$ cat src/rtl/stopwatch_pkg.sv
// stopwatch_pkg: state encoding and default modulo constants for the stopwatch
package stopwatch_pkg;
  typedef enum logic [1:0] {IDLE = 2'd0, RUN = 2'd1, PAUSE = 2'd2, SPLT = 2'd3} state_t;
  localparam int PRESCALE_DEF = 10;
  localparam int SEC_MOD_DEF  = 60;
  localparam int MIN_MOD_DEF  = 60;
endpackage

$ cat src/rtl/count_clr.sv
// count_clr: modulo counter with synchronous clear taking priority over enable
module count_clr #(
  parameter int MOD = 10,
  parameter int W   = $clog2(MOD)
) (
  input  logic         CLK,
  input  logic         RSTn,
  input  logic         CLR,
  input  logic         ENABLE,
  output logic [W-1:0] COUNT,
  output logic         TC
);
  assign TC = COUNT == W'(MOD - 1);
  always_ff @(posedge CLK or negedge RSTn)
    if (!RSTn) COUNT <= '0;
    else if (CLR) COUNT <= '0;
    else if (ENABLE) COUNT <= TC ? '0 : COUNT + 1'b1;
endmodule

$ cat src/rtl/stopwatch_ctrl.sv
// stopwatch_ctrl: run/pause/split stopwatch sequencing prescaler, seconds and minutes counters
module stopwatch_ctrl
  import stopwatch_pkg::*;
#(
  parameter int PRESCALE = PRESCALE_DEF,
  parameter int SEC_MOD  = SEC_MOD_DEF,
  parameter int MIN_MOD  = MIN_MOD_DEF,
  parameter int NP       = $clog2(PRESCALE),
  parameter int NS       = $clog2(SEC_MOD),
  parameter int NM       = $clog2(MIN_MOD)
) (
  input  logic          CLK,
  input  logic          RSTn,
  input  logic          START,
  input  logic          STOP,
  input  logic          CLEAR,
  input  logic          LAP,
  output logic [NS-1:0] SEC_OUT,
  output logic [NM-1:0] MIN_OUT,
  output logic          RUNNING,
  output logic          SPLIT,
  output logic          OVF
);
  state_t state, state_n;
  logic [NP-1:0] pre;
  logic [NS-1:0] sec, snap_s;
  logic [NM-1:0] min, snap_m;
  logic pre_tc, sec_tc, min_tc, tick, counting, capture, ovf;
  assign counting = state == RUN || state == SPLT;
  assign tick     = counting && pre_tc;
  assign capture  = !CLEAR && !STOP && !START && LAP && state == RUN;
  count_clr #(.MOD(PRESCALE), .W(NP)) u_pre (.CLK(CLK), .RSTn(RSTn), .CLR(CLEAR), .ENABLE(counting), .COUNT(pre), .TC(pre_tc));
  count_clr #(.MOD(SEC_MOD), .W(NS)) u_sec (.CLK(CLK), .RSTn(RSTn), .CLR(CLEAR), .ENABLE(tick), .COUNT(sec), .TC(sec_tc));
  count_clr #(.MOD(MIN_MOD), .W(NM)) u_min (.CLK(CLK), .RSTn(RSTn), .CLR(CLEAR), .ENABLE(tick && sec_tc), .COUNT(min), .TC(min_tc));
  // Highest-priority asserted command decides; it may be a no-op in the current state
  always_comb begin
    state_n = state;
    if (CLEAR) state_n = IDLE;
    else if (STOP) state_n = counting ? PAUSE : state;
    else if (START) state_n = counting ? state : RUN;
    else if (LAP) state_n = state == RUN ? SPLT : state == SPLT ? RUN : state;
  end
  always_ff @(posedge CLK or negedge RSTn)
    if (!RSTn) begin
      state  <= IDLE;
      snap_s <= '0;
      snap_m <= '0;
      ovf    <= 1'b0;
    end else begin
      state <= state_n;
      ovf   <= !CLEAR && tick && sec_tc && min_tc;
      if (CLEAR) begin
        snap_s <= '0;
        snap_m <= '0;
      end else if (capture) begin
        snap_s <= sec;
        snap_m <= min;
      end
    end
  assign SEC_OUT = state == SPLT ? snap_s : sec;
  assign MIN_OUT = state == SPLT ? snap_m : min;
  assign RUNNING = counting;
  assign SPLIT   = state == SPLT;
  assign OVF     = ovf;
endmodule

$ cat config.mk
export PLATFORM = sky130hd
export DESIGN_NAME = stopwatch_ctrl
export DESIGN_NICKNAME = d
export VERILOG_FILES = /design/src/rtl/stopwatch_pkg.sv /design/src/rtl/count_clr.sv /design/src/rtl/stopwatch_ctrl.sv
export SDC_FILE = /design/constraint.sdc
export NUM_CORES = 1
export LEC_CHECK = 0
export CORE_MARGIN = 4
export CORE_UTILIZATION = 50
export DETAILED_ROUTE_END_ITERATION = 8
export GPL_TIMING_DRIVEN = 0
export PLACE_DENSITY_LB_ADDON = 0.25
export RECOVER_POWER = 25
export SLEW_MARGIN = 30
export SYNTH_ARGS = -nofsm -noshare
export SYNTH_HDL_FRONTEND = slang
export SYNTH_SLANG_ARGS = --single-unit
$ cat constraint.sdc
create_clock -name CLK -period 2.9 [get_ports CLK]
set_input_delay 0.58 -clock CLK [delete_from_list [all_inputs] [get_ports CLK]]
set_output_delay 0.58 -clock CLK [all_outputs]
set_load 0.01 [all_outputs]
**Word level (Yosys, flattened, before mapping)**

Index checks and enable logic that the tools add are counted.

- Flip-flop bits (word level): 31
- Word-level logic and storage cells: 60
- Input port bits: 6

- Add/sub/neg operators: 3
- Reductions and logical operators: 20
- Equal/unequal tests: 7
- Mux-type cells: 23

Operator list:

| kind | count |
|---|---|
| $mux 6 | 12 |
| $mux 2 | 8 |
| $add 6x1->6 const B | 2 |
| $eq 6x6->1 const B | 2 |
| $mux 4 | 3 |
| $logic_and 1x1->1 | 9 |
| $reduce_bool 2->1 | 4 |
| $reduce_bool 5->1 | 1 |
| $add 4x1->4 const B | 1 |
| $eq 4x4->1 const B | 1 |
| $ne 4x4->1 const B | 1 |
| $reduce_and 4->1 | 1 |
| $reduce_bool 4->1 | 1 |
| $logic_not 1->1 | 3 |
| $ne 3x1->1 const B | 1 |
| $eq 2x1->1 const B | 1 |
| $eq 2x2->1 const B | 1 |
| $logic_or 1x1->1 | 1 |

**Longest topological paths before layout**

- Depth in word-level cells: 7
- Depth in mapped cells: 7
- Mapped depth without buffers: 6

**Hierarchy**

A second synthesis with hierarchy kept.

- Cells, all modules: 157
- Area total of the unflattened synthesis: 1694.1 sq um

By module, submodules not included:

| module | instances | cells each | area each (sq um) | sequential area each (sq um) |
|---|---|---|---|---|
| stopwatch_ctrl | 1 | 59 | 784.5 | 375.4 |
| count_clr (u_min ...) | 2 | 37 | 339.1 | 150.1 |
| count_clr (u_pre) | 1 | 24 | 231.5 | 100.1 |

**Worst setup path before layout**

OpenSTA, ideal clock, no wires.

- Kind: register -> register
- From: register u_pre.COUNT[1]
- To: register u_min.COUNT[3]
- Period minus slack after synthesis: 1.995 ns
- Data arrival time: 1.919 ns
- Slack: 0.905 ns
- Path buffers: 1
- Setup time: 0.076 ns
- Stages on the path, launching flop included: 8
- Data required time: 2.824 ns
- Path through: dfrtp_1 -> inv_1 -> ha_1 -> nand4b_4 -> or4_4 -> buf_6 -> or4_1 -> o21ai_1

- Cells in the longest elaborated chain, start to end: 4

Ends and longest elaborated chain:

| item | line | text |
|---|---|---|
| from (decl) | count_clr.sv:10 | `output logic [W-1:0] COUNT,` |
| from (signal assigned) | count_clr.sv:17 | `else if (ENABLE) COUNT <= TC ? '0 : COUNT + 1'b1;` |
| $eq 4x4->1 | count_clr.sv:13 | `assign TC = COUNT == W'(MOD - 1);` |
| $logic_and 1x1->1 | stopwatch_ctrl.sv:30 | `assign tick = counting && pre_tc;` |
| $logic_and 1x1->1 | stopwatch_ctrl.sv:34 | `count_clr #(.MOD(MIN_MOD), .W(NM)) u_min (.CLK(CLK), .RSTn(RSTn), .CLR(CLEAR), .ENABLE(tick && sec_tc), .COUNT ...` |
| $reduce_bool 2->1 (no line) | - |  |
| to (signal assigned) | count_clr.sv:17 |  |
| to (decl) | count_clr.sv:10 |  |

No other way between the ends.
A chain may end at the register's enable or synchronous reset.

**Final worst setup path**

- From: register state[0]
- To: output SEC_OUT[3]

- Cells in the longest elaborated chain, start to end: 2

Ends and longest elaborated chain:

| item | line | text |
|---|---|---|
| from (decl) | stopwatch_ctrl.sv:24 | `state_t state, state_n;` |
| from (signal assigned) | stopwatch_ctrl.sv:50 | `state <= state_n;` |
| $eq 2x2->1 | stopwatch_ctrl.sv:60 | `assign SEC_OUT = state == SPLT ? snap_s : sec;` |
| $mux 6 | stopwatch_ctrl.sv:60 |  |
| to (decl) | stopwatch_ctrl.sv:18 | `output logic [NS-1:0] SEC_OUT,` |

No other way between the ends.

==> results.toml <==
[status]
status = "finished with violations"
violations = "capacitance limit, slew limit"

[timing]
grt_setup_unrepaired = "false"
tns_ns = 0
finalCritPeriodShare_pct = 95.4
finalHoldViolCount = 0
maxSlewHeadroom_pct = -7.74
period_minus_slack_ns = 2.77
report.final.slew_viol_count = 32
setup_viol = 0
fin_skew_ns = 0.00573
clock.fmax_ghz = 0.361
tightest_slew_ns = 1.62

[floorplanning]
ioPinCount = 21
row_count = 20
start_util_pct = 53.6
die-width_um = 65.9
die-area_mm2 = 0.00434
core_area_mm2 = 0.00313
die_h_um = 65.9

[power]
p_per_area_mw_per_mm2 = 361
ir_drop_v = 0.000220
leakage_nw = 0.887

[synth]
synth_cell_types = 34
synth_nets = 187
synthArstFlopShare_pct = 100
yosysWarningCount = 0
ys_seq_elements = 31
syn-instance-count = 177
ys_seq_area_share_pct = 46.3
syn_avg_cell_area_um2 = 9.47
synth-edff-count = 0
synth_area_mm2 = 0.00168
synth-main-ff-cell = "dfrtp_1"

[grt]
grt_pass1_wl_um = 6260
overflow = 0
grt_pass1_vias = 1366
grt.total_usage_pct = 18.9
antenna_found_initial = 0
grt_max_degree = 32

[layout]
final_cell_mix = "dfrtp_1 (31), nand2_1 (20), clkdlybuf4s50_1 (19)"
fin_nets = 214
drive_gt1_share_pct = 10.8
area_growth_pct = 17.8
final_cells = 247
final_common_cell = "dfrtp_1"
final_util_pct = 63.2
fillers = 276
diodes = 0

[clock_network]
cts_root_buf = "clkbuf_4"
cts_tree = "done"
post_cts_buffers = 0
clockBufferDepth = 2
clk_pin_slew_ns = 0.08
clock_sinks = 31
htreeDepth = 2
clock_latency_ns = 0.33
cts-buffers-inserted = 5

[min_path]
min_path_type = "flop to flop"
holdCritStartpoint = "u_sec.COUNT[3]"

[detailed_routing]
routed_wl_um = 3610
wl_per_cell_um = 14.6
ant_nets = 0
num_vias = 1397
met1_length_um = 1600
dr.first_iter.drc_count = 54
topRoutingLayerUsed = "met4"
wl_met3_um = 182
drc = 0
drtPass1Iterations = 4
wl_met2_um = 1760
avgViaCountPerCell = 5.66

[setup_path]
critPathLaunchType = "flop"
crit_arrival_ns = 2.19
endpoint_kind = "output port"
crit_start = "state[0]"
cp.required_ns = 2.32
r2r-start = "u_pre.COUNT[1]"
crit_path_max_fanout = 10
critical_path_class = "flop to output port"
rrSetupSlack_ns = 0.67

[placement]
place_inst = 241
gp_congestion = 0.781
numPortBuffers = 20
dp_hpwl_um = 2650

[job]
drv_cap = 1
## routing by layer
layer,vias up,track usage [%]
li1,674,-
met1,675,23.1
met2,41,31.9
met3,7,4.25
met4,0,8.03
met5,-,0
## sequential cells by signal, indices dropped and copies added (netlist names)
register     cells
u_pre.COUNT      4
u_sec.COUNT      6
OVF              1
snap_m           6
state            2
snap_s           6
u_min.COUNT      6
## what timing repair did
item | in CTS | in global routing
resized for setup | 2 | 4
setup endpoints to repair | 7 | 6
hold buffers | 0 | 0
## final cells by class
class	count	area (um^2)	area share (%)
repair buffers	20	194	9.82
inverters	10	37.5	1.90
multi-input cells	127	823	41.7
flip-flops and latches	31	776	39.3
plain buffers	9	48.8	2.47
well taps	44	55.1	2.79
clock buffers	6	41.3	2.09
## final timing paths
path	end	cells past startpoint
worst max-delay path	SEC_OUT[3]	6
worst min-delay path	u_sec.COUNT[3]	1
worst max register to register	u_min.COUNT[3]	7
worst min register to register	u_sec.COUNT[3]	1
max in group asynchronous	u_sec.COUNT[0]	1
min in group asynchronous	u_min.COUNT[0]	1
## synthesized netlist by cell type (all sizes together) (3+ instances only)
master / n / share of area, %
dfrtp: 31 / 46
nand2: 22 / 5.4
o21ai: 18 / 5.4
nor2: 17 / 3.8
a21oi: 11 / 3.3
inv: 10 / 2.2
mux2i: 8 / 4.8
clkbuf: 7 / 1.6
mux2: 7 / 4.7
nand3b: 7 / 3.1
or4: 5 / 2.5
ha: 4 / 3.0
nor3: 4 / 1.2
nand2b: 3 / 1.1
nand3: 3 / 0.90
## power breakdown
group	internal (mW)	total (mW)	switching (mW)
Clock	0.0860	0.223	0.137
Combinational	0.0202	0.0504	0.0302
Sequential	0.436	0.440	0.00470
Total	0.542	0.714	0.172
## logic make-up (layout without fill, tap and decap cells)
logic type,count (synthesis),after routing,synth area share (%)
simple gates,70,70,23.7
buf+inv,19,45,4.78
mux,15,15,9.48
fa+ha+maj,4,4,2.99
compound gates,37,37,12.2
xor+xnor,1,1,0.522
flops,31,31,46.3
## stage by stage
| step | setup WS (ns) | power, mW | cell area, um^2 | hold WS, ns |
|---|---|---|---|---|
| after floorplan | 0.905 | 0.472 | 1680 | 0.284 |
| after global routing | 0.0182 | 0.748 | 1980 | 0.538 |
| after detailed placement | 0.136 | 0.499 | 1930 | 0.499 |
| after CTS | 0.0308 | 0.720 | 1970 | 0.303 |
| after global placement | 0.254 | 0.497 | 1930 | 0.494 |
| final | 0.133 | 0.714 | 1980 | 0.517 |
## worst max-delay path: stages (launching register included)
cell and delay, ns:
dfrtp_1 0.43, clkbuf_4 0.21, nand2_2 0.21, inv_2 0.08, clkbuf_4 0.18, o21ai_0 0.18, clkdlybuf4s50_1 0.57
(Power assumes the default switching activity.)
